<file path="config.mk">
export PLATFORM = sky130hd
export DESIGN_NAME = dram_wr_arbiter
export DESIGN_NICKNAME = d
export VERILOG_FILES = /design/src/rtl/dram_wr_arbiter.sv
export SDC_FILE = /design/constraint.sdc
export NUM_CORES = 1
export LEC_CHECK = 0
export ABC_AREA = 1
export ABC_CLOCK_PERIOD_IN_PS = 3950
export BUFFER_PORTS_ARGS = -buffer_cell sky130_fd_sc_hd__buf_2
export CORE_MARGIN = 5
export CORE_UTILIZATION = 52
export DETAILED_ROUTE_END_ITERATION = 7
export PLACE_DENSITY = 0.85
export SYNTH_ARGS = -nofsm -noshare
export SYNTH_HDL_FRONTEND = slang
export SYNTH_SLANG_ARGS = --single-unit
</file>
<file path="constraint.sdc">
create_clock -name clk -period 3.95 [get_ports clk]
set_input_delay 0.79 -clock clk [delete_from_list [all_inputs] [get_ports clk]]
set_output_delay 0.79 -clock clk [all_outputs]
set_load 0.1 [all_outputs]
</file>
<file path="src/rtl/dram_wr_arbiter.sv">
// Round-robin write arbiter in front of a 2^AW x DW RAM with registered read port.
// Define DRAM_ARB_INIT_EN to clear the RAM with a write sweep after reset; otherwise RUN is entered at once.
module dram_wr_arbiter #(
    parameter int NREQ = 4,
    parameter int AW   = 6,
    parameter int DW   = 8
) (
    input  logic                 clk,
    input  logic                 rst_n,
    input  logic [NREQ-1:0]      req_valid,
    input  logic [NREQ*AW-1:0]   req_addr,
    input  logic [NREQ*DW-1:0]   req_data,
    output logic [NREQ-1:0]      req_ready,
    input  logic [AW-1:0]        rd_addr,
    output logic [DW-1:0]        rd_data,
    output logic                 ram_we,
    output logic [AW-1:0]        ram_waddr,
    output logic [DW-1:0]        ram_di,
    output logic [AW-1:0]        ram_raddr,
    input  logic [DW-1:0]        ram_do,
    output logic                 init_done,
    output logic [15:0]          wr_count
);

    localparam int PW = $clog2(NREQ);
    localparam int CW = PW + 1;

    typedef enum logic {INIT, RUN} state_t;

    state_t          state;
    logic [PW-1:0]   ptr;
    logic [PW-1:0]   gidx;
    logic            gvalid;
    logic [CW-1:0]   cand;
    logic            xfer;
`ifdef DRAM_ARB_INIT_EN
    logic [AW-1:0]   sweep;
`endif

    // First valid requester at or after ptr, wrapping modulo NREQ.
    always_comb begin
        gvalid = 1'b0;
        gidx   = '0;
        cand   = '0;
        for (int unsigned k = 0; k < NREQ; k++) begin
            cand = {1'b0, ptr} + CW'(k);
            if (cand >= CW'(NREQ)) cand = cand - CW'(NREQ);
            if (!gvalid && req_valid[cand[PW-1:0]]) begin
                gvalid = 1'b1;
                gidx   = cand[PW-1:0];
            end
        end
    end

    assign xfer = (state == RUN) && gvalid;

    always_comb begin
        req_ready = '0;
        if (xfer) req_ready[gidx] = 1'b1;
    end

    assign ram_raddr = rd_addr;

    always_ff @(posedge clk or negedge rst_n) begin
        if (!rst_n) begin
            state     <= INIT;
            ptr       <= '0;
            ram_we    <= 1'b0;
            ram_waddr <= '0;
            ram_di    <= '0;
            wr_count  <= '0;
            init_done <= 1'b0;
`ifdef DRAM_ARB_INIT_EN
            sweep     <= '0;
`endif
        end else begin
            ram_we <= 1'b0;
            case (state)
                INIT: begin
`ifdef DRAM_ARB_INIT_EN
                    ram_we    <= 1'b1;
                    ram_waddr <= sweep;
                    ram_di    <= '0;
                    sweep     <= sweep + 1'b1;
                    if (sweep == '1) begin
                        state     <= RUN;
                        init_done <= 1'b1;
                    end
`else
                    state     <= RUN;
                    init_done <= 1'b1;
`endif
                end
                RUN: begin
                    if (xfer) begin
                        ram_we    <= 1'b1;
                        ram_waddr <= req_addr[gidx*AW +: AW];
                        ram_di    <= req_data[gidx*DW +: DW];
                        ptr       <= (gidx == PW'(NREQ - 1)) ? '0 : gidx + 1'b1;
                        if (wr_count != 16'hFFFF) wr_count <= wr_count + 16'd1;
                    end
                end
                default: state <= INIT;
            endcase
        end
    end

    always_ff @(posedge clk or negedge rst_n) begin
        if (!rst_n) rd_data <= '0;
        else        rd_data <= ram_do;
    end

endmodule
</file>
# --- Word-level counts from Yosys, hierarchy flattened ---
# Cells that the tools add are included.
word_totals:
  in_bits: 76
  wordCells: 68
  out_inout_bits: 50
  regBits: 43
classes:
  eq_ne: 2
  muxes: 26
  reduce_logical: 10
  n_addsub: 9
  n_mul: 1
  n_lt_le_gt_ge: 10
  shift: 2
op_table:
  columns: ["cell", "n"]
  rows:
  - ["$shiftx 32x6->8", 1]
  - ["$shiftx 24x6->6", 1]
  - ["$mux 2", 9]
  - ["$add 16x1->16 const B", 1]
  - ["$ne 16x16->1 const B", 1]
  - ["$lt 2x3->1 const B", 5]
  - ["$mux 1", 11]
  - ["$ge 3x3->1 const B", 3]
  - ["$bmux 1 s2", 4]
  - ["$sub 2x1->2 const B", 4]
  - ["$add 2x2->3 const B", 2]
  - ["$logic_and 1x1->1", 5]
  - ["$mul 2x2->4 const B", 1]
  - ["$mux 4", 1]
  - ["$add 2x1->3 const B", 1]
  - ["$ge 2x3->1 const B", 1]
  - ["$logic_not 1->1", 3]
  - ["$reduce_and 3->1", 1]
  - ["$add 2x1->2 const B", 1]
  - ["$demux 1 s2", 1]
  - ["$eq 2x2->1 const B", 1]
  - ["$ge 2x1->1 const B", 1]
  - ["$reduce_and 2->1", 1]

# --- Logic depth before layout (Yosys ltp) ---
depth:
  ltp_word: 19
  ltp_mapped: 16
  ltp_nobuf: 14

# --- Worst setup path before layout ---
# OpenSTA, ideal clock, no wires.
synth_timing:
  path_kind: "in2out"
  start: "in req_valid[1]"
  end: "out req_ready[1]"
  cell_stages: 10
  t_required_ns: 3.160
  path_slack_ns: -0.471
  path_buffers: 1
  t_arrival_ns: 3.631
  cell_sequence: "inv_1 -> nand2_1 -> nand3_1 -> nand2_2 -> inv_1 -> nand2_1 -> nand2_1 -> nand3_2 -> buf_2 -> nor3_1"
synth_via:
  elab_chain_cells: 17
  word_cells_on_any_way: 29
  classes_between: "order compare: 2; mux: 19; reduce/logical: 8"
synth_lines:
  columns: ["element", "line_no", "text"]
  rows:
  - ["start, declared", "10", "input logic [NREQ-1:0] req_valid,"]
  - ["$bmux 1 s2", "48", "if (!gvalid && req_valid[cand[PW-1:0]]) begin"]
  - ["$mux 1 (implied by the code)", "48", null]
  - ["$mux 1", "48", null]
  - ["$logic_not 1->1", "48", null]
  - ["$logic_and 1x1->1", "48", null]
  - ["$mux 1", "48", null]
  - ["$logic_not 1->1", "48", null]
  - ["$logic_and 1x1->1", "48", null]
  - ["$mux 1", "48", null]
  - ["$logic_not 1->1", "48", null]
  - ["$logic_and 1x1->1", "48", null]
  - ["$mux 2", "48", null]
  - ["$lt 2x3->1 (implied by the code) or $ge 2x1->1 (tied branches)", "59", "if (xfer) req_ready[gidx] = 1'b1;"]
  - ["$logic_and 1x1->1 (implied by the code)", "59", null]
  - ["$mux 1 (implied by the code)", "59", null]
  - ["$demux 1 s2", "59", null]
  - ["$mux 4 (*)", "59", null]
  - ["end, declared", "13", "output logic [NREQ-1:0] req_ready,"]
# Mark *: on every way between the ends. The rest lies on a longest branch, timed or not. The select of a mux whose other input is x is not followed.

# --- Worst setup path after layout ---
layout_timing:
  start: "reg ptr[0]"
  end: "out req_ready[2]"
layout_via:
  elab_chain_cells: 19
  word_cells_on_any_way: 44
  classes_between: "add/sub: 7; order compare: 6; mux: 23; reduce/logical: 8"
layout_lines:
  columns: ["element", "line_no", "text"]
  rows:
  - ["start, declared", "31", "logic [PW-1:0] ptr;"]
  - ["start signal, assigned", "99", "ptr <= (gidx == PW'(NREQ - 1)) ? '0 : gidx + 1'b1;"]
  - ["parallel branches: the longest is 18 deep, another holds $add 2x1->3", null, null]
  - ["$mux 4 (*)", "59", null]
# Mark *: on every way between the ends. The select of a mux whose other input is x is not followed.

==> results.rst <==
.. list-table::
   :header-rows: 1

   * - Metric
     - Value
   * - Tmin final
     - 3.53 ns
   * - Net count after synthesis
     - 508
   * - Post-CTS clock slew at the launch and capture registers of the worst setup and hold paths
     - 0.08 ns
   * - Total via count after detailed routing
     - 2913
   * - Worst Max-Slew Pin Slew
     - 0.917 ns
   * - Crit path top cell by count
     - sky130_fd_sc_hd__nand2_1
   * - Detailed Route WL
     - 7.32 mm
   * - Clock Skew
     - 0.00499 ns
   * - Cell family with most CP delay
     - simple AND/OR/NAND/NOR gates
   * - Unrepaired setup endpoints after global routing
     - no
   * - Post-CTS setup buffers
     - 0
   * - Post-Layout Cell Count
     - 601
   * - Capturing element type of the critical path
     - primary output
   * - Wire length of the first global-routing pass
     - 12.4 mm
   * - Number of buffers added to fix hold violations after cts
     - 0
   * - Buffers from clock root to sink, at most
     - 2
   * - Post-route clock period utilization
     - 0.894
   * - Cell variety after synth
     - 32
   * - Final Hold Slack
     - 0.475 ns
   * - Area share of the largest cell type after synthesis
     - 0.367
   * - Clock latency on the worst-skew pair
     - 0.29 ns
   * - Die Height
     - 85.1 µm
   * - CTS Root Cell
     - sky130_fd_sc_hd__clkbuf_8
   * - Post-cts resize count
     - 0
   * - Count of state elements after synthesis
     - 43
   * - Post-synthesis sequential area ratio
     - 0.367
   * - Remaining routing DRC violations
     - 0
   * - Remaining global-route overflow
     - 0
   * - I/O pin total
     - 126
   * - Data required, critical path
     - 3.16 ns
   * - Global router's overall resource usage
     - 0.205
   * - Synthesized cell area
     - 2930 µm²
   * - Setup TNS after final layout
     - 0 ns
   * - H-tree lvl count
     - 2
   * - Setup Viol. Count Final
     - 0
   * - Outcome
     - finished, final reports clean
   * - Most used flip-flop cell after synthesis
     - sky130_fd_sc_hd__dfrtp_1
   * - Initial Util
     - 0.533
   * - Number of antenna violations at the first check in global routing
     - 0
   * - Number of pins exceeding their max-slew limit in the final report
     - 0
   * - Full die area
     - 7240 µm²
   * - Total core area
     - 5510 µm²
   * - Worst relative slew slack
     - 0.389
   * - Diodes inserted
     - 0
   * - Final Worst Setup Slack
     - 0.420 ns
   * - Top cells by area, synth
     - sky130_fd_sc_hd__dfrtp_1 (37%), sky130_fd_sc_hd__nand2_1 (18%), sky130_fd_sc_hd__nand3_1 (12%), sky130_fd_sc_hd__inv_1 (10%), sky130_fd_sc_hd__xor2_1 (3.3%)
   * - Most repeated cell in the gate-level netlist after synthesis
     - sky130_fd_sc_hd__nand2_1
   * - Total count of hold-check failures in the final report
     - 0
   * - Count of antenna-violating nets left after detailed routing
     - 0
   * - Placed Cells incl. Taps
     - 593
   * - DP Worst Slack
     - 0.513 ns
   * - Area overhead of the layout relative to synthesis
     - 22.8%
   * - Placer's final routability congestion estimate
     - 0.950
   * - Cell taking the most area after synthesis
     - sky130_fd_sc_hd__dfrtp_1
   * - Arrival time at the worst endpoint
     - 2.74 ns
   * - Average cell area after synthesis
     - 6.86 µm²
   * - Detail Placement HPWL
     - 5.74 mm
   * - Type of element launching the critical path
     - flip-flop
   * - Classification of the worst-slack hold path
     - flip-flop to flip-flop
   * - Maximum operating frequency
     - 283 MHz
   * - Number of clock sinks
     - 43
   * - Maximum number of pins on one net before global-route repair
     - 44
   * - Synthesized instance count
     - 428
   * - Port buffer count
     - 113
   * - CTS buffer count
     - 5
   * - Width of the chip
     - 85.1 µm
   * - Biggest cell delay along the critical path
     - 0.56 ns
   * - Synth async-reset ratio
     - 1.00
   * - Crit path max-delay cell type
     - sky130_fd_sc_hd__dfrtp_1
   * - Initial drt markers
     - 154
   * - NumNets Final
     - 608
   * - Mean number of vias per cell
     - 4.85
   * - Clock tree from TritonCTS
     - built
   * - Share of layout cells above drive strength 1
     - 0.274
   * - Path type of the worst setup path
     - flip-flop to primary output
   * - Most numerous cell types in the synthesized netlist
     - sky130_fd_sc_hd__nand2_1 (140), sky130_fd_sc_hd__inv_1 (79), sky130_fd_sc_hd__nand3_1 (70)
   * - DR WL/cell
     - 12.2 µm
   * - EDFF count, synth
     - 0
   * - Buffer and inverter count on the worst path
     - 3
   * - Via count of the first global-routing pass
     - 2869
   * - Maximum fanout along the worst path
     - 30
   * - # fillers
     - 489
   * - Max-Cap Viols
     - 0
   * - Site row count
     - 27
   * - Yosys Warn Count
     - 0
   * - Cell-by-cell listing of the critical path
     - inv_2 -> nand2_1 -> nand2_1 -> nand2_1 -> nand2_1 -> nor2_4 -> nand3_4 -> nand3_2 -> ha_1 -> inv_1 -> nor2_1 -> buf_12
   * - Router iterations before antenna repair
     - 5
-- flip-flops by register name, indices dropped and copies added, names as in the netlist --
signal,count
init_done,1
state,1
rd_data,8
wr_count,16
ram_we,1
ram_waddr,6
ptr,2
ram_di,8
-- tightest hold or removal path, cell delays in order (launching register included) --
cell and delay [ns]:
sky130_fd_sc_hd__dfrtp_1 0.36, sky130_fd_sc_hd__inv_1 0.04, sky130_fd_sc_hd__nand2_1 0.05
-- final cells by class --
cell class / count / area, µm² / share of cell area
Multi-Input combinational cell: 278 / 1370 / 0.380
Sequential cell: 43 / 1080 / 0.299
Timing Repair Buffer: 115 / 626 / 0.174
Inverter: 85 / 324 / 0.0899
Tap cell: 72 / 90.1 / 0.0250
Clock buffer: 6 / 82.6 / 0.0229
Clock inverter: 2 / 35.0 / 0.00972
-- per-stage QoR --
stage / utilization / cell area [µm²]
finish: 0.654 / 3600
global route: 0.654 / 3600
CTS: 0.654 / 3600
detailed placement: 0.633 / 3490
global placement: 0.633 / 3490
floorplan: - / 2940
-- final timing paths --
check	start	end	slack, ns	cells past startpoint
min in group asynchronous	rst_n	wr_count[6]$_DFFE_PN0P_	0.62	1
worst min register to register	init_done$_DFFE_PN0N_	init_done$_DFFE_PN0N_	0.48	2
max in group asynchronous	rst_n	wr_count[12]$_DFFE_PN0P_	2.75	1
worst max-delay path	ptr[0]$_DFFE_PN0P_	req_ready[2]	0.42	12
worst min-delay path	init_done$_DFFE_PN0N_	init_done$_DFFE_PN0N_	0.48	2
worst max register to register	ptr[0]$_DFFE_PN0P_	ram_waddr[1]$_DFFE_PN0P_	1.39	14
-- per-layer routing --
layer,vias up,track usage,part of all wire
li1,1481,-,-
met1,1283,0.241,0.41
met2,133,0.357,0.47
met3,16,0.0544,0.10
met4,0,0.0763,0.022
met5,-,0,0
-- cell usage in the layout, fill, tap and decap left out, types with 3 or more instances in the layout --
master                     instances
sky130_fd_sc_hd__buf_2           110
sky130_fd_sc_hd__nand3_1          70
sky130_fd_sc_hd__o21ai_0           4
sky130_fd_sc_hd__buf_12            3
sky130_fd_sc_hd__nand4_1           3
sky130_fd_sc_hd__xor2_1           11
sky130_fd_sc_hd__inv_2             4
sky130_fd_sc_hd__inv_1            79
sky130_fd_sc_hd__o21ai_1           4
sky130_fd_sc_hd__ha_1              4
sky130_fd_sc_hd__clkbuf_8          6
sky130_fd_sc_hd__nor3_1            4
sky130_fd_sc_hd__dfrtp_1          43
sky130_fd_sc_hd__nor2_1           16
sky130_fd_sc_hd__nand2_2           4
sky130_fd_sc_hd__nand2_1         140
-- kinds of logic after synthesis --
kind of cell / after synthesis / synth area share
simple gates: 250 / 0.388
buf+inv: 107 / 0.168
flops: 43 / 0.367
xor+xnor: 13 / 0.0414
compound gates: 10 / 0.0179
fa+ha+maj: 4 / 0.0171
other cells: 1 / 0.00128
Power is left out: the tool's default activity adds up to more than one toggle a clock period on the data nets, which glitch-free logic cannot reach.
